===== config.mk =====
export PLATFORM = sky130hd
export DESIGN_NAME = alarm_ctrl
export DESIGN_NICKNAME = d
export VERILOG_FILES = /design/src/rtl/alarm_ctrl.sv
export SDC_FILE = /design/constraint.sdc
export NUM_CORES = 1
export LEC_CHECK = 0
export ABC_CLOCK_PERIOD_IN_PS = 7400
export BUFFER_PORTS_ARGS = -buffer_cell sky130_fd_sc_hd__buf_2
export CAP_MARGIN = 20
export CORE_MARGIN = 10
export CORE_UTILIZATION = 50
export DETAILED_ROUTE_END_ITERATION = 8
export PLACE_DENSITY = 0.68
export SLEW_MARGIN = 30
export SYNTH_ARGS = -nofsm -noshare
export SYNTH_HDL_FRONTEND = slang
export SYNTH_SLANG_ARGS = --single-unit

===== constraint.sdc =====
create_clock -name clk -period 7.4 [get_ports clk]
set_input_delay 1.48 -clock clk [delete_from_list [all_inputs] [get_ports clk]]
set_output_delay 1.48 -clock clk [all_outputs]
set_load 0.005 [all_outputs]

===== src/rtl/alarm_ctrl.sv =====
// Alarm-clock controller: stores the alarm time, detects the match against the current time,
// and sequences ringing, snooze and automatic timeout.
module alarm_ctrl #(
  parameter int unsigned RING_SECS   = 60,
  parameter int unsigned SNOOZE_MINS = 5
) (
  input  logic       clk,
  input  logic       rst_btn,
  input  logic       sec_tick,
  input  logic [5:0] cur_min,
  input  logic [4:0] cur_hour,
  input  logic       set_en,
  input  logic       inc_min_btn,
  input  logic       inc_hour_btn,
  input  logic       arm_sw,
  input  logic       snooze_btn,
  output logic [5:0] alarm_min,
  output logic [4:0] alarm_hour,
  output logic       armed,
  output logic       ringing,
  output logic       buzz
);

  localparam logic [15:0] RingLimit  = 16'(RING_SECS);
  localparam logic [15:0] SnoozeLoad = 16'(SNOOZE_MINS * 60);

  typedef enum logic [1:0] {StDisarmed, StArmed, StRinging, StSnooze} state_e;

  state_e      state_q, state_d;
  logic [15:0] ring_cnt_q, ring_cnt_d;
  logic [15:0] snz_cnt_q, snz_cnt_d;
  logic        fired_q, fired_d;
  logic        buzz_q, buzz_d;
  logic [5:0]  alarm_min_q, alarm_min_d;
  logic [4:0]  alarm_hour_q, alarm_hour_d;
  logic        time_eq;
  logic        match;

  assign time_eq = (cur_hour == alarm_hour_q) && (cur_min == alarm_min_q);
  assign match   = time_eq && !set_en;

  always_ff @(posedge clk) begin
    if (!rst_btn) begin
      state_q      <= StDisarmed;
      ring_cnt_q   <= '0;
      snz_cnt_q    <= '0;
      fired_q      <= 1'b0;
      buzz_q       <= 1'b0;
      alarm_min_q  <= 6'd0;
      alarm_hour_q <= 5'd7;
    end else begin
      state_q      <= state_d;
      ring_cnt_q   <= ring_cnt_d;
      snz_cnt_q    <= snz_cnt_d;
      fired_q      <= fired_d;
      buzz_q       <= buzz_d;
      alarm_min_q  <= alarm_min_d;
      alarm_hour_q <= alarm_hour_d;
    end
  end

  // Disarm has top priority; snooze beats a simultaneous ring timeout.
  always_comb begin
    state_d = state_q;
    if (!arm_sw) begin
      state_d = StDisarmed;
    end else begin
      unique case (state_q)
        StDisarmed: state_d = StArmed;
        StArmed:    if (match && !fired_q) state_d = StRinging;
        StRinging: begin
          if (snooze_btn) begin
            state_d = StSnooze;
          end else if (sec_tick && (ring_cnt_q + 16'd1 == RingLimit)) begin
            state_d = StArmed;
          end
        end
        StSnooze:   if (sec_tick && (snz_cnt_q == 16'd1)) state_d = StRinging;
        default:    state_d = StDisarmed;
      endcase
    end
  end

  always_comb begin
    ring_cnt_d   = ring_cnt_q;
    snz_cnt_d    = snz_cnt_q;
    buzz_d       = 1'b0;
    fired_d      = fired_q;
    alarm_min_d  = alarm_min_q;
    alarm_hour_d = alarm_hour_q;

    if (state_d == StRinging && state_q != StRinging) begin
      ring_cnt_d = '0;
    end else if (state_d == StRinging && sec_tick) begin
      ring_cnt_d = ring_cnt_q + 16'd1;
    end

    if (state_d == StSnooze && state_q != StSnooze) begin
      snz_cnt_d = SnoozeLoad;
    end else if (state_q == StSnooze && sec_tick) begin
      snz_cnt_d = snz_cnt_q - 16'd1;
    end

    if (state_q == StRinging && state_d == StRinging) begin
      buzz_d = sec_tick ? ~buzz_q : buzz_q;
    end

    // Fired only latches while the time matches, so clearing on mismatch cannot collide.
    if (!time_eq) begin
      fired_d = 1'b0;
    end else if (state_q == StArmed && state_d == StRinging) begin
      fired_d = 1'b1;
    end

    if (set_en && inc_min_btn) begin
      alarm_min_d = (alarm_min_q == 6'd59) ? 6'd0 : alarm_min_q + 6'd1;
    end
    if (set_en && inc_hour_btn) begin
      alarm_hour_d = (alarm_hour_q == 5'd23) ? 5'd0 : alarm_hour_q + 5'd1;
    end
  end

  always_comb begin
    armed      = (state_q != StDisarmed);
    ringing    = (state_q == StRinging);
    buzz       = buzz_q;
    alarm_min  = alarm_min_q;
    alarm_hour = alarm_hour_q;
  end

endmodule

* Word level (Yosys, flattened, before mapping)
Cells that the tools add are included.
Word-level totals: bits in registers 47
Cells by class: mux-type cells 10, bitwise gates (word level) 2, eq/ne operators 13, $add $sub $neg 4, reductions and logical operators 22
Operators with widths (count):
- 2-to-1 mux 9 bit | 2
- adder 16 x 1 -> 16 bit (second input constant) | 1
- == test 16 x 1 -> 1 bit (second input constant) | 1
- == test 16 x 6 -> 1 bit (second input constant) | 1
- subtractor 16 x 1 -> 16 bit (second input constant) | 1
- logical AND 1 bit | 13
- 2-to-1 mux 2 bit | 5
- == test 2 bit (second input constant) | 4
- case mux 2 bit (4 select lines) | 1
- adder 6 x 1 -> 6 bit (second input constant) | 1
- == test 6 bit | 1
- == test 6 bit (second input constant) | 1
- 2-to-1 mux 6 bit | 1
- adder 5 x 1 -> 5 bit (second input constant) | 1
- == test 5 bit | 1
- == test 5 bit (second input constant) | 1
- 2-to-1 mux 5 bit | 1
- != test 2 bit (second input constant) | 2
- AND reduction 2 bit | 2
- nonzero test 2 bit | 2
- OR reduction 2 bit | 2
- == test 2 x 1 -> 1 bit (second input constant) | 1
- logical NOT 1 bit | 2
- logical NOT 2 bit | 1
- NOT 1 bit | 2

* Depth between registers and ports, before layout
word-level depth 10, gate-level depth with buffers 11, mapped depth without buffers 9

* Worst setup path after synthesis
OpenSTA, ideal clock, no wires.
path type input to register, start input port set_en, end register ring_cnt_q[14], library setup time 0.070 ns, data arrival time 3.228 ns, setup slack 4.101 ns, required time 7.330 ns, stages 8, cell sequence or3b_1 > nor4_1 > a31oi_1 > nor2_2 > o211ai_2 > buf_6 > or4_1 > a21oi_1
On the way: cells in the longest elaborated chain, start to end 9, elaborated cells on any way between the ends 10, classes of those cells 1 x eq/ne; 3 x mux; 6 x reduce/logical
Ends and longest elaborated chain:
- start: declaration | RTL line 12 | input logic set_en,
- logical NOT 1 bit * | RTL line 40 | assign match = time_eq && !set_en;
- logical AND 1 bit * | RTL line 40
- logical AND 1 bit * | RTL line 70 | StArmed: if (match && !fired_q) state_d = StRinging;
- 2-to-1 mux 2 bit * | RTL line 70
- case mux 2 bit (4 select lines) * | RTL line 68 | unique case (state_q)
- 2-to-1 mux 2 bit * | RTL line 65 | if (!arm_sw) begin
- == test 2 bit * | RTL line 92, 94
- logical AND 1 bit | RTL line 92 | if (state_d == StRinging && state_q != StRinging) begin
- OR reduction 2 bit (no source line)
- end signal: assignment | RTL line 53 | ring_cnt_q <= ring_cnt_d;
- end: declaration | RTL line 30 | logic [15:0] ring_cnt_q, ring_cnt_d;
Every way passes the cells marked *; elsewhere a longest branch is shown, timed or not. A chain may end at the register's enable or synchronous reset.

* Final worst setup path
Ends and elaborated chain as after synthesis.

==> impl_results.md <==
- Status: completed
- Crit-path max FO: 29
- Synth Net Count: 325
- Area fraction of the dominant cell type after synthesis: 36.5%
- Routed len/inst: 13.5 µm
- GRT Max-Usage Layer: met2
- Max Root-Sink Buffers: 2
- Post-CTS Resized: 0
- Mapped Cells: 301
- Final WL: 5390 µm
- Layout Nets: 351
- P per Cell Area: 179 nW/µm²
- Post-CTS Repair Setup Buffers: 0
- Root Driver: clkbuf_8
- Cts hold-fix bufs: 0
- Initial core utilization: 51.1%
- Cell variety after synth: 45
- Adder-cell area share of the yosys netlist: 2.43%
- CTS Buf Count: 5
- Number of top-level pins: 33
- CP Class: in2reg
- Cell taking the most area after synthesis: dfxtp_1
- Clock sinks: 47
- Mean post-synth cell area: 8.55 µm²
- Hold Crit Class: reg2reg
- Combinational share of power: 5.7%
- Grt ovf: 0
- Die height: 91.8 µm
- Worst vdd ir: 0.108 mV
- H-tree Lvls: 2
- Vias per cell: 5.46
- Vias in the first global route: 2020
- Worst reg2reg path depth: 7
- Chip width: 91.8 µm
- # port buffers: 32
- Seq/Total Area, Yosys: 36.5%
- DRT iter0 DRCs: 122
- GRT met1 Usage: 17.1%
- Largest family of logic cells by synthesized area: simple AND/OR/NAND/NOR gates
- Antenna violations before repair: 0
- Die ar.: 8420 µm²
- Initial DRT Pass Iterations: 4
- First-pass GRT wire length: 9180 µm
- Fmax: 0.279 GHz
- ANT cells: 0
- Fin crit share: 48.5%
- Global Route met2 Usage: 19.0%
- Pin count of the biggest net entering global routing: 30
- Commonest cells after routing, fill and taps aside: 47 x dfxtp_1, 32 x buf_2, 26 x a21oi_1
- FF-to-FF setup slack: 4.57 ns
- Ranking of synthesized cells by area: dfxtp_1 37%, xor2_1 7.8%, a21oi_1 5.1%, o21ai_0 3.9%, xnor2_1 3.7%
- GR Layer Usage met3: 4.24%
- Final ANT Viol Nets: 0
- Worst-Margin Slew: 0.930 ns
- Final setup vio count: 0
- Slew Viols, Final: 0
- Setup TNS Final: 0 ns
- Part of the power in registers: 50.9%
- XOR/XNOR share of the synthesized area: 11.6%
- Clock Skew: 0.00249 ns
- DRC viols: 0
- Sw Pwr: 108 µW
- GP Congestion: 0.810
- Post-route worst setup slack: 3.81 ns
- WP depth: 8
- Via count: 2174
- CP Cell Sequence: buf_2, or3b_1, nor4_1, a31oi_1, nor2_2, o211ai_2, or4_1, a21oi_1
- CTS tree: done
- Yosys warns: 0
- RSZ-0062 raised after global routing: false
- Clock Power Share: 43.4%
- Core area: 5040 µm²
- Data required time of the worst path: 7.63 ns
- Max Cap Viol: 0
- Critical Path End Type: flip-flop
- Mux contribution to synthesized area: 0%
- Minimum clock period: 3.59 ns
- Crit start category: primary input
- Commonest non-fill, non-tap cell in the layout: dfxtp_1
- Pre-CTS setup slack: 3.51 ns
- Row Count: 26
- Delay-heaviest family, CP: simple AND/OR/NAND/NOR gates
- Buf/Inv on CP: 1
- Post-synthesis compound-gate area fraction: 15.7%
- FF+latch count, synth: 47
- Arr. time, crit path: 3.81 ns
- Hold path cells: 2
- Internal power: 403 µW
- Slowest-stage cell, CP: or4_1
- Syn-to-layout area delta: 11.0%
- Switching Share: 21.2%
- GRT Total Usage: 12.8%
- Final hold violations: 0
- Reg clk slew, reported paths: 0.09 ns
- HPWL Detailed: 3890 µm
- Post-Synth Simple-Gate Area: 29.0%
- Mapped Area: 2570 µm²
- Clk_lat worst skew: 0.30 ns
- Relative slew slack: 37.8%
- P_leak: 1.06 nW
- Worst path max stage delay: 0.60 ns
- Fraction of layout cells with a size suffix above 1: 18.9%
-- tightest hold or removal path, cell delays in order (launching register included) --
cell and delay [ns]:
dfxtp_1 0.34, o31ai_1 0.07, a21oi_1 0.06
-- logic make-up after synthesis --
logic type	count (synthesis)
compound gates	67
xor+xnor	34
fa+ha+maj	5
buf+inv	19
flops	47
simple gates	129
-- through the flow --
| stage | hold slack [ns] | cells | utilization, % | area, µm² | total power, mW |
|---|---|---|---|---|---|
| 2_1_floorplan | 0.445 | 301 | - | 2570 | 0.282 |
| 3_3_place_gp | 0.479 | 390 | 54.0 | 2720 | 0.295 |
| 3_5_place_dp | 0.490 | 390 | 54.0 | 2720 | 0.295 |
| 4_1_cts | 0.508 | 398 | 56.7 | 2860 | 0.515 |
| 5_1_grt | 0.543 | 398 | 56.7 | 2860 | 0.530 |
| 6_report | 0.509 | 398 | 56.7 | 2860 | 0.511 |
-- power by group through the flow --
| stage | logic (mW) | registers, mW | clock network, mW |
|---|---|---|---|
| finish | 0.0289 | 0.260 | 0.222 |
| global route | 0.0333 | 0.261 | 0.235 |
| CTS | 0.0293 | 0.260 | 0.225 |
| detailed placement | 0.0290 | 0.266 | 0 |
| global placement | 0.0290 | 0.266 | 0 |
| floorplan | 0.0170 | 0.265 | 0 |
-- cell type report --
| type | instances | area (µm²) |
|---|---|---|
| Sequential cell | 47 | 941 |
| Multi-Input combinational cell | 235 | 1510 |
| Clock buffer | 5 | 68.8 |
| Fill cell | 488 | 2180 |
| Clock inverter | 3 | 67.6 |
| Timing Repair Buffer | 32 | 160 |
| Tap cell | 70 | 87.6 |
| Inverter | 6 | 22.5 |
-- registers in the layout, indices dropped and copies added (netlist names) --
| signal | count |
|---|---|
| buzz | 1 |
| state_q | 2 |
| alarm_hour | 5 |
| alarm_min | 6 |
| snz_cnt_q | 16 |
| ring_cnt_q | 16 |
| fired_q | 1 |
-- final timing paths --
path / startpoint / endpoint
worst max-delay path: set_en / ring_cnt_q[14]
worst min-delay path: ring_cnt_q[15] / ring_cnt_q[15]
worst max register to register: state_q[0] / ring_cnt_q[14]
worst min register to register: ring_cnt_q[15] / ring_cnt_q[15]
-- synthesized netlist by cell type, drive strengths merged --
| master | n |
|---|---|
| a211oi | 1 |
| a21o | 1 |
| a21oi | 26 |
| a311o | 1 |
| a31o | 1 |
| a31oi | 3 |
| a41o | 1 |
| and2 | 1 |
| and3 | 3 |
| and4 | 5 |
| and4b | 1 |
| buf | 8 |
| clkbuf | 5 |
| dfxtp | 47 |
| ha | 5 |
| inv | 6 |
| nand2 | 21 |
| nand3 | 19 |
| nand4 | 6 |
| nand4b | 1 |
| nor2 | 28 |
| nor2b | 2 |
| nor3 | 4 |
| nor3b | 3 |
| nor4 | 11 |
| o211a | 2 |
| o211ai | 1 |
| o21ai | 21 |
| o221ai | 1 |
| o31ai | 8 |
| or2 | 3 |
| or3 | 11 |
| or3b | 1 |
| or4 | 8 |
| or4b | 1 |
| xnor2 | 11 |
| xor2 | 23 |
-- layer usage --
layer  wire length, µm  part of all wire [%]  up-vias
li1                  -                     -     1149
met5                 0                     0        -
met3               234                   4.3        6
met1              2810                    52      980
met2              2300                    43       39
met4                53                  0.98        0
Note: power is estimated with default switching activity, not from simulation.
